File: src/rtl/axis_rr_arbiter.sv
// Per-packet round-robin arbiter merging NS AXI-Stream sources onto one sink.
// The data path is combinational. The lock, grant and packet count are registered.
module axis_rr_arbiter #(
    parameter int unsigned NS = 4,
    parameter int unsigned DW = 16,
    parameter int unsigned CW = 16
) (
    input  logic             clk,
    input  logic             rst_n,
    input  logic [NS*DW-1:0] s_tdata,
    input  logic [NS-1:0]    s_tvalid,
    input  logic [NS-1:0]    s_tlast,
    output logic [NS-1:0]    s_tready,
    output logic [DW-1:0]    m_tdata,
    output logic             m_tvalid,
    output logic             m_tlast,
    input  logic             m_tready,
    output logic [NS-1:0]    grant,
    output logic             busy,
    output logic [CW-1:0]    pkt_count
);
    localparam int unsigned IW = (NS > 1) ? $clog2(NS) : 1;

    typedef enum logic {IDLE, PASS} state_t;

    state_t        state;
    logic [NS-1:0] grant_r;
    logic [IW-1:0] last_r;
    logic [IW-1:0] owner;
    logic [IW-1:0] pick;
    logic [IW-1:0] cand;
    logic          pick_vld;

    // Index of the current owner, recovered from the one-hot grant
    always_comb begin
        owner = '0;
        for (int i = 0; i < int'(NS); i++) begin
            if (grant_r[i]) owner = IW'(i);
        end
    end

    // First requester searching circularly from last_r+1
    always_comb begin
        pick     = '0;
        pick_vld = 1'b0;
        cand     = '0;
        for (int k = 1; k <= int'(NS); k++) begin
            cand = IW'((int'(last_r) + k) % int'(NS));
            if (!pick_vld && s_tvalid[cand]) begin
                pick     = cand;
                pick_vld = 1'b1;
            end
        end
    end

    // Owner-selected pass-through; everything held at zero outside PASS
    always_comb begin
        m_tdata  = '0;
        m_tvalid = 1'b0;
        m_tlast  = 1'b0;
        s_tready = '0;
        if (state == PASS) begin
            for (int i = 0; i < int'(NS); i++) begin
                if (grant_r[i]) begin
                    m_tdata     = s_tdata[i*DW +: DW];
                    m_tvalid    = s_tvalid[i];
                    m_tlast     = s_tlast[i];
                    s_tready[i] = m_tready;
                end
            end
        end
    end

    always_ff @(posedge clk or negedge rst_n) begin
        if (!rst_n) begin
            state     <= IDLE;
            grant_r   <= '0;
            last_r    <= IW'(NS - 1);
            pkt_count <= '0;
        end else begin
            case (state)
                IDLE: begin
                    if (pick_vld) begin
                        grant_r <= NS'(1) << pick;
                        state   <= PASS;
                    end
                end
                PASS: begin
                    // The lock is released only when the tlast beat is accepted
                    if (m_tvalid && m_tready && m_tlast) begin
                        last_r    <= owner;
                        grant_r   <= '0;
                        pkt_count <= pkt_count + CW'(1);
                        state     <= IDLE;
                    end
                end
                default: state <= IDLE;
            endcase
        end
    end

    assign grant = grant_r;
    assign busy  = (state == PASS);

endmodule
File: config.mk
export PLATFORM = sky130hd
export DESIGN_NAME = axis_rr_arbiter
export DESIGN_NICKNAME = d
export VERILOG_FILES = /design/src/rtl/axis_rr_arbiter.sv
export SDC_FILE = /design/constraint.sdc
export NUM_CORES = 1
export LEC_CHECK = 0
export ABC_AREA = 0
export CORE_ASPECT_RATIO = 1.4
export CORE_MARGIN = 2
export CORE_UTILIZATION = 33
export DETAILED_ROUTE_END_ITERATION = 8
export HOLD_SLACK_MARGIN = 0.15
export PLACE_DENSITY_LB_ADDON = 0.15
export SYNTH_ARGS = -nofsm -noshare
export SYNTH_HDL_FRONTEND = slang
export SYNTH_SLANG_ARGS = --single-unit
File: constraint.sdc
create_clock -name clk -period 1.7 [get_ports clk]
set_input_delay 0.425 -clock clk [delete_from_list [all_inputs] [get_ports clk]]
set_output_delay 0.425 -clock clk [all_outputs]
set_load 0.005 [all_outputs]
=== After elaboration in Yosys (flattened, before gate mapping) ===
Index checks and enable logic that the tools add are counted.

* Bits in registers: 23
* Logic and storage cells: 72

* $add $sub $neg: 5
* Order comparisons: 4
* Equal/unequal tests: 2
* Shift operators: 1
* Muxes and demuxes: 45
* Bitwise gates (word level): 1
* Reduce and logical (&&, ||, !) cells: 10

{| class="wikitable"
|+ Operators by type and width
! operator !! count
|-
| 2-to-1 mux 16 bit || 5
|-
| 2-to-1 mux 1 bit || 25
|-
| adder 16 x 1 -> 16 bit (second input constant) || 1
|-
| less-than comparator 2 x 3 -> 1 bit (second input constant) || 4
|-
| 2-to-1 mux 2 bit || 6
|-
| 2-to-1 mux 4 bit || 3
|-
| binary-select mux 1 bit (select 2 bit) || 4
|-
| one-hot mux 4 bit (2 select lines) || 1
|-
| logical AND 1 bit || 5
|-
| adder 2 x 1 -> 2 bit (second input constant) || 2
|-
| adder 2 bit (second input constant) || 2
|-
| AND reduction 2 bit || 2
|-
| left shift 1 x 2 -> 4 bit (first input constant) || 1
|-
| logical NOT 1 bit || 3
|-
| inequality test 2 x 1 -> 1 bit (second input constant) || 1
|-
| inequality test 2 bit (second input constant) || 1
|-
| one-hot mux 1 bit (2 select lines) || 1
|-
| NOT 1 bit || 1
|}

=== Logic depth before layout (Yosys ltp) ===
* Word-level depth: 16
* Mapped depth: 7
* Mapped depth without buffers: 5

=== Worst setup path before layout ===
OpenSTA, ideal clock, no wires.

* Path type: flip-flop to flip-flop
* Start: register grant_r[3], in the netlist grant[3]
* End: register pkt_count[1]
* Setup time: 0.125 ns
* Data arrival time: 1.743 ns
* Data required time: 1.575 ns
* Setup slack: -0.168 ns
* Stages on the path, launching flop included: 7
* Path buffers: 2
* Period minus slack after synthesis: 1.868 ns
* Path through: dfrtp_1 -> buf_6 -> nor2b_4 -> a311o_1 -> buf_6 -> nor3_4 -> mux2_4

* Longest elaborated chain between the ends: 5

{| class="wikitable"
|+ RTL lines
! element !! line !! RTL
|-
| start, declared || 27 || <nowiki>logic [NS-1:0] grant_r;</nowiki>
|-
| start signal, assigned || 84 || <nowiki>grant_r <= NS'(1) << pick;</nowiki>
|-
| 2-to-1 mux 1 bit || 64 || <nowiki>if (grant_r[i]) begin</nowiki>
|-
| 2-to-1 mux 1 bit || 62 || <nowiki>if (state == PASS) begin</nowiki>
|-
| logical AND 1 bit || 90 || <nowiki>if (m_tvalid && m_tready && m_tlast) begin</nowiki>
|-
| logical AND 1 bit (*) || 90 ||
|-
| AND reduction 2 bit (no source line) (*) || -- ||
|-
| end signal, assigned || 93 || <nowiki>pkt_count <= pkt_count + CW'(1);</nowiki>
|-
| end, declared || 20 || <nowiki>output logic [CW-1:0] pkt_count</nowiki>
|}

Every way passes the cells marked *; elsewhere a longest branch is shown, timed or not.
A chain may end at the register's enable or synchronous reset.

=== Worst setup path after layout ===
* Start: register grant_r[1], in the netlist grant[1]
* End: output m_tvalid

* Longest elaborated chain between the ends: 4

{| class="wikitable"
|+ RTL lines
! element !! line !! RTL
|-
| 2-to-1 mux 1 bit (3 in series) || 64 ||
|-
| 2-to-1 mux 1 bit || 62 ||
|-
| end, declared || 15 || <nowiki>output logic m_tvalid,</nowiki>
|}

Every way passes these cells.

==> flow_summary.yaml <==
synth:
  synth_top_family_by_area: "compound AO/OA/AOI/OAI gates"
  synth_top_area_cell: "dfrtp_1"
  synth_area_um2: 1820
  synth-simple-area-share_pct: 24.3
  synth_fa_ha_area_share_pct: 0.688
  synth_xor_area_share_pct: 7.22
  synth_compound_area_share_pct: 26.0
  synth.distinct_cells: 48
  synth-edff-count: 0
  yosysSeqAreaShare_pct: 31.8
  synth_mux_area_share_pct: 2.48
  synth-seq-cells: 23
  ys_async_sr_fraction_pct: 100
  synth_warnings: 0
  synth_cells: 192
  synth_top_flop_cell: "dfrtp_1"
  netlist_top_cells_area: "dfrtp_1 29%, o221ai_1 7.2%, xor2_1 7.2%, a22oi_1 6.6%, nor4_2 5.5%"
  synth_top_cell_area_share_pct: 28.9
  synth.net_count: 268
  syn_area_per_cell_um2: 9.48
sta:
  fin_crit_sh_pct: 119
  finalMaxSlewViolations: 0
  rsz0062_at_grt: "true"
  setup_viol: 42
  fin_skew_ps: 5.50
  worstMarginPinSlew_ps: 303
  slew_headroom_pct: 79.8
  clock.fmax_ghz: 0.495
  period_needed_ps: 2020
  setup_ws_ps: -322
  hold_viol: 0
  finalSetupTns_ps: -9340
drt:
  routed_wl_mm: 7.29
  via_per_inst: 5.32
  drt_iter0_drc: 99
  wl_per_cell_um: 17.0
  drc: 0
  num_vias: 2283
  first_pass_iters: 4
  ant_nets: 0
final_layout:
  nFillCells: 404
  finalCoreUtilization_pct: 71.8
  stdcell_count: 429
  nNetsFinal: 438
  diodes: 0
  drive_above_1_share_pct: 44.6
  synthToLayoutAreaGrowth_pct: 113
clocking:
  cts_max_level: 1
  cts_tree: "built"
  numClockSinks: 23
  root_buffer: "clkbuf_8"
  cts_max_path_buffers: 2
  path_clk_slew_ps: 90
  cts_buffers: 3
  clk_latency_ps: 260
  cts_hold_buf: 0
min_path:
  hold_class: "reg2reg"
floorplan:
  fp.dieW_um: 66.8
  core-area_um2: 5410
  die-area_um2: 6130
  std_cell_rows: 32
  die_height_um: 91.9
  ios: 118
  start_util_pct: 33.7
setup_path:
  arrival_ps: 1600
  crit_fanout: 4
  required_ps: 1270
  crit_type: "reg2out"
  end_kind: "primary output"
  startpoint_type: "flop"
grt:
  gr-total-overflow: 0
  grt_pass1_vias: 2323
  antenna_found_initial: 0
  grt_pass1_wl_mm: 11.1
  grt_max_degree: 24
  grtUsageTotal_pct: 23.0
power:
  p_leak_nw: 1.70
  p_per_area_nw_per_um2: 290
  p_total_mw: 1.12
  vdd_drop_max_mv: 0.238
run:
  cap_violations: 0
placement:
  placedCellCount: 398
  io_buffers: 117
  gp_congestion: 0.783
  hpwl_mm: 5.11
outcome:
  status: "finished with violations"
  violations: "negative setup slack"
critical path, cell delays in order, from the launching register on:
cell	delay, ps
dfrtp_2	440
buf_6	130
nand3b_1	140
a311o_1	400
nor2_4	110
buf_2	110
layout make-up:
cell class	instances	area (um2)	area share, %
inverter	6	30.0	0.774
timing repair buffer	182	1750	45.2
tap	68	85.1	2.19
multi-input combinational	146	1380	35.6
clock buffer	4	45.0	1.16
sequential	23	584	15.1
metrics by stage:
| stage | hold WS [ps] | setup WS, ps | cell area [um2] |
|---|---|---|---|
| after global placement | 455 | -710 | 3310 |
| final | 470 | -322 | 3880 |
| after global routing | 506 | -393 | 3880 |
| after floorplan | 129 | -129 | 1840 |
| after detailed placement | 461 | -717 | 3310 |
| after CTS | 476 | -367 | 3660 |
worst paths after layout:
| kind | slack [ps] | endpoint | depth (start not counted) | startpoint |
|---|---|---|---|---|
| worst max-delay path | -320 | m_tvalid | 5 | grant[1] |
| worst min-delay path | 470 | pkt_count[15] | 1 | pkt_count[15] |
| worst max register to register | -300 | pkt_count[1] | 6 | grant[1] |
| worst min register to register | 470 | pkt_count[15] | 1 | pkt_count[15] |
| max in group asynchronous | 900 | last_r[0] | 2 | rst_n |
| min in group asynchronous | 510 | pkt_count[6] | 2 | rst_n |
layout by cell type (no fill, tap or decap), types with 2 or more instances in the layout:
cell type / instances
inv_1: 5
o221ai_1: 7
o32ai_1: 4
clkdlybuf4s50_1: 87
and3_1: 3
mux2i_1: 3
nor3b_1: 2
buf_12: 6
dfrtp_2: 5
dlygate4sd2_1: 6
buf_4: 33
o221ai_2: 5
dfstp_2: 2
nor2_2: 2
nor2_1: 2
nor2_4: 2
o221ai_4: 3
clkbuf_8: 3
nor2b_1: 2
nand2b_1: 2
a21oi_2: 12
nor4_2: 11
nor4b_2: 2
a22oi_2: 16
a21oi_1: 6
a311o_1: 2
nand2_1: 11
buf_8: 3
and4_1: 3
nand3b_1: 2
nand3_1: 6
buf_6: 21
nand4_1: 3
dfrtp_1: 16
buf_2: 22
xor2_1: 15
o21ai_0: 3
timing repair:
action | in CTS | in global routing
hold endpoints to repair | 0 | 0
setup buffers | 21 | 6
gates resized for setup | 138 | 47
setup endpoints to repair | 50 | 48
gates cloned | 2 | 1
pin swaps | 27 | 15
cell families (layout without fill, tap and decap cells):
family,after synthesis,count (layout)
adders and majority gates,1,1
DFF,23,23
xor gates and xnor gates,15,15
and+or+nand+nor,61,61
muxes,4,4
AOI/OAI and AO/OA,65,65
buffers and inverters,23,192
sequential cells by signal (all words and copies together) (netlist names):
name and count:
last_r 2, busy 1, pkt_count 16, grant 4
layer usage:
metal  vias up  track usage [%]  routed length [um]
met2        61             42.8                4100
met3         4             2.58                 237
met5         -                0                   0
met1      1123             28.2                2920
met4         0             3.40                  31
li1       1095                -                   -
Yosys cell counts (3+ instances only):
library cell / instances
o32ai_1: 4
mux2i_1: 3
a22oi_1: 16
xor2_1: 15
nor2_1: 5
o21ai_0: 3
nor4_1: 3
clkbuf_1: 8
o221ai_1: 15
and3_1: 4
and4_1: 3
nand4_1: 3
dfrtp_1: 21
nand3_1: 6
a21oi_1: 18
inv_1: 5
nand2_1: 12
nor4_2: 8
power breakdown:
part | total (mW) | internal [mW] | switching (mW)
clock network | 0.346 | 0.167 | 0.179
logic | 0.232 | 0.163 | 0.0695
registers | 0.547 | 0.547 | 0
No activity file was read; power rests on OpenSTA's default activity.
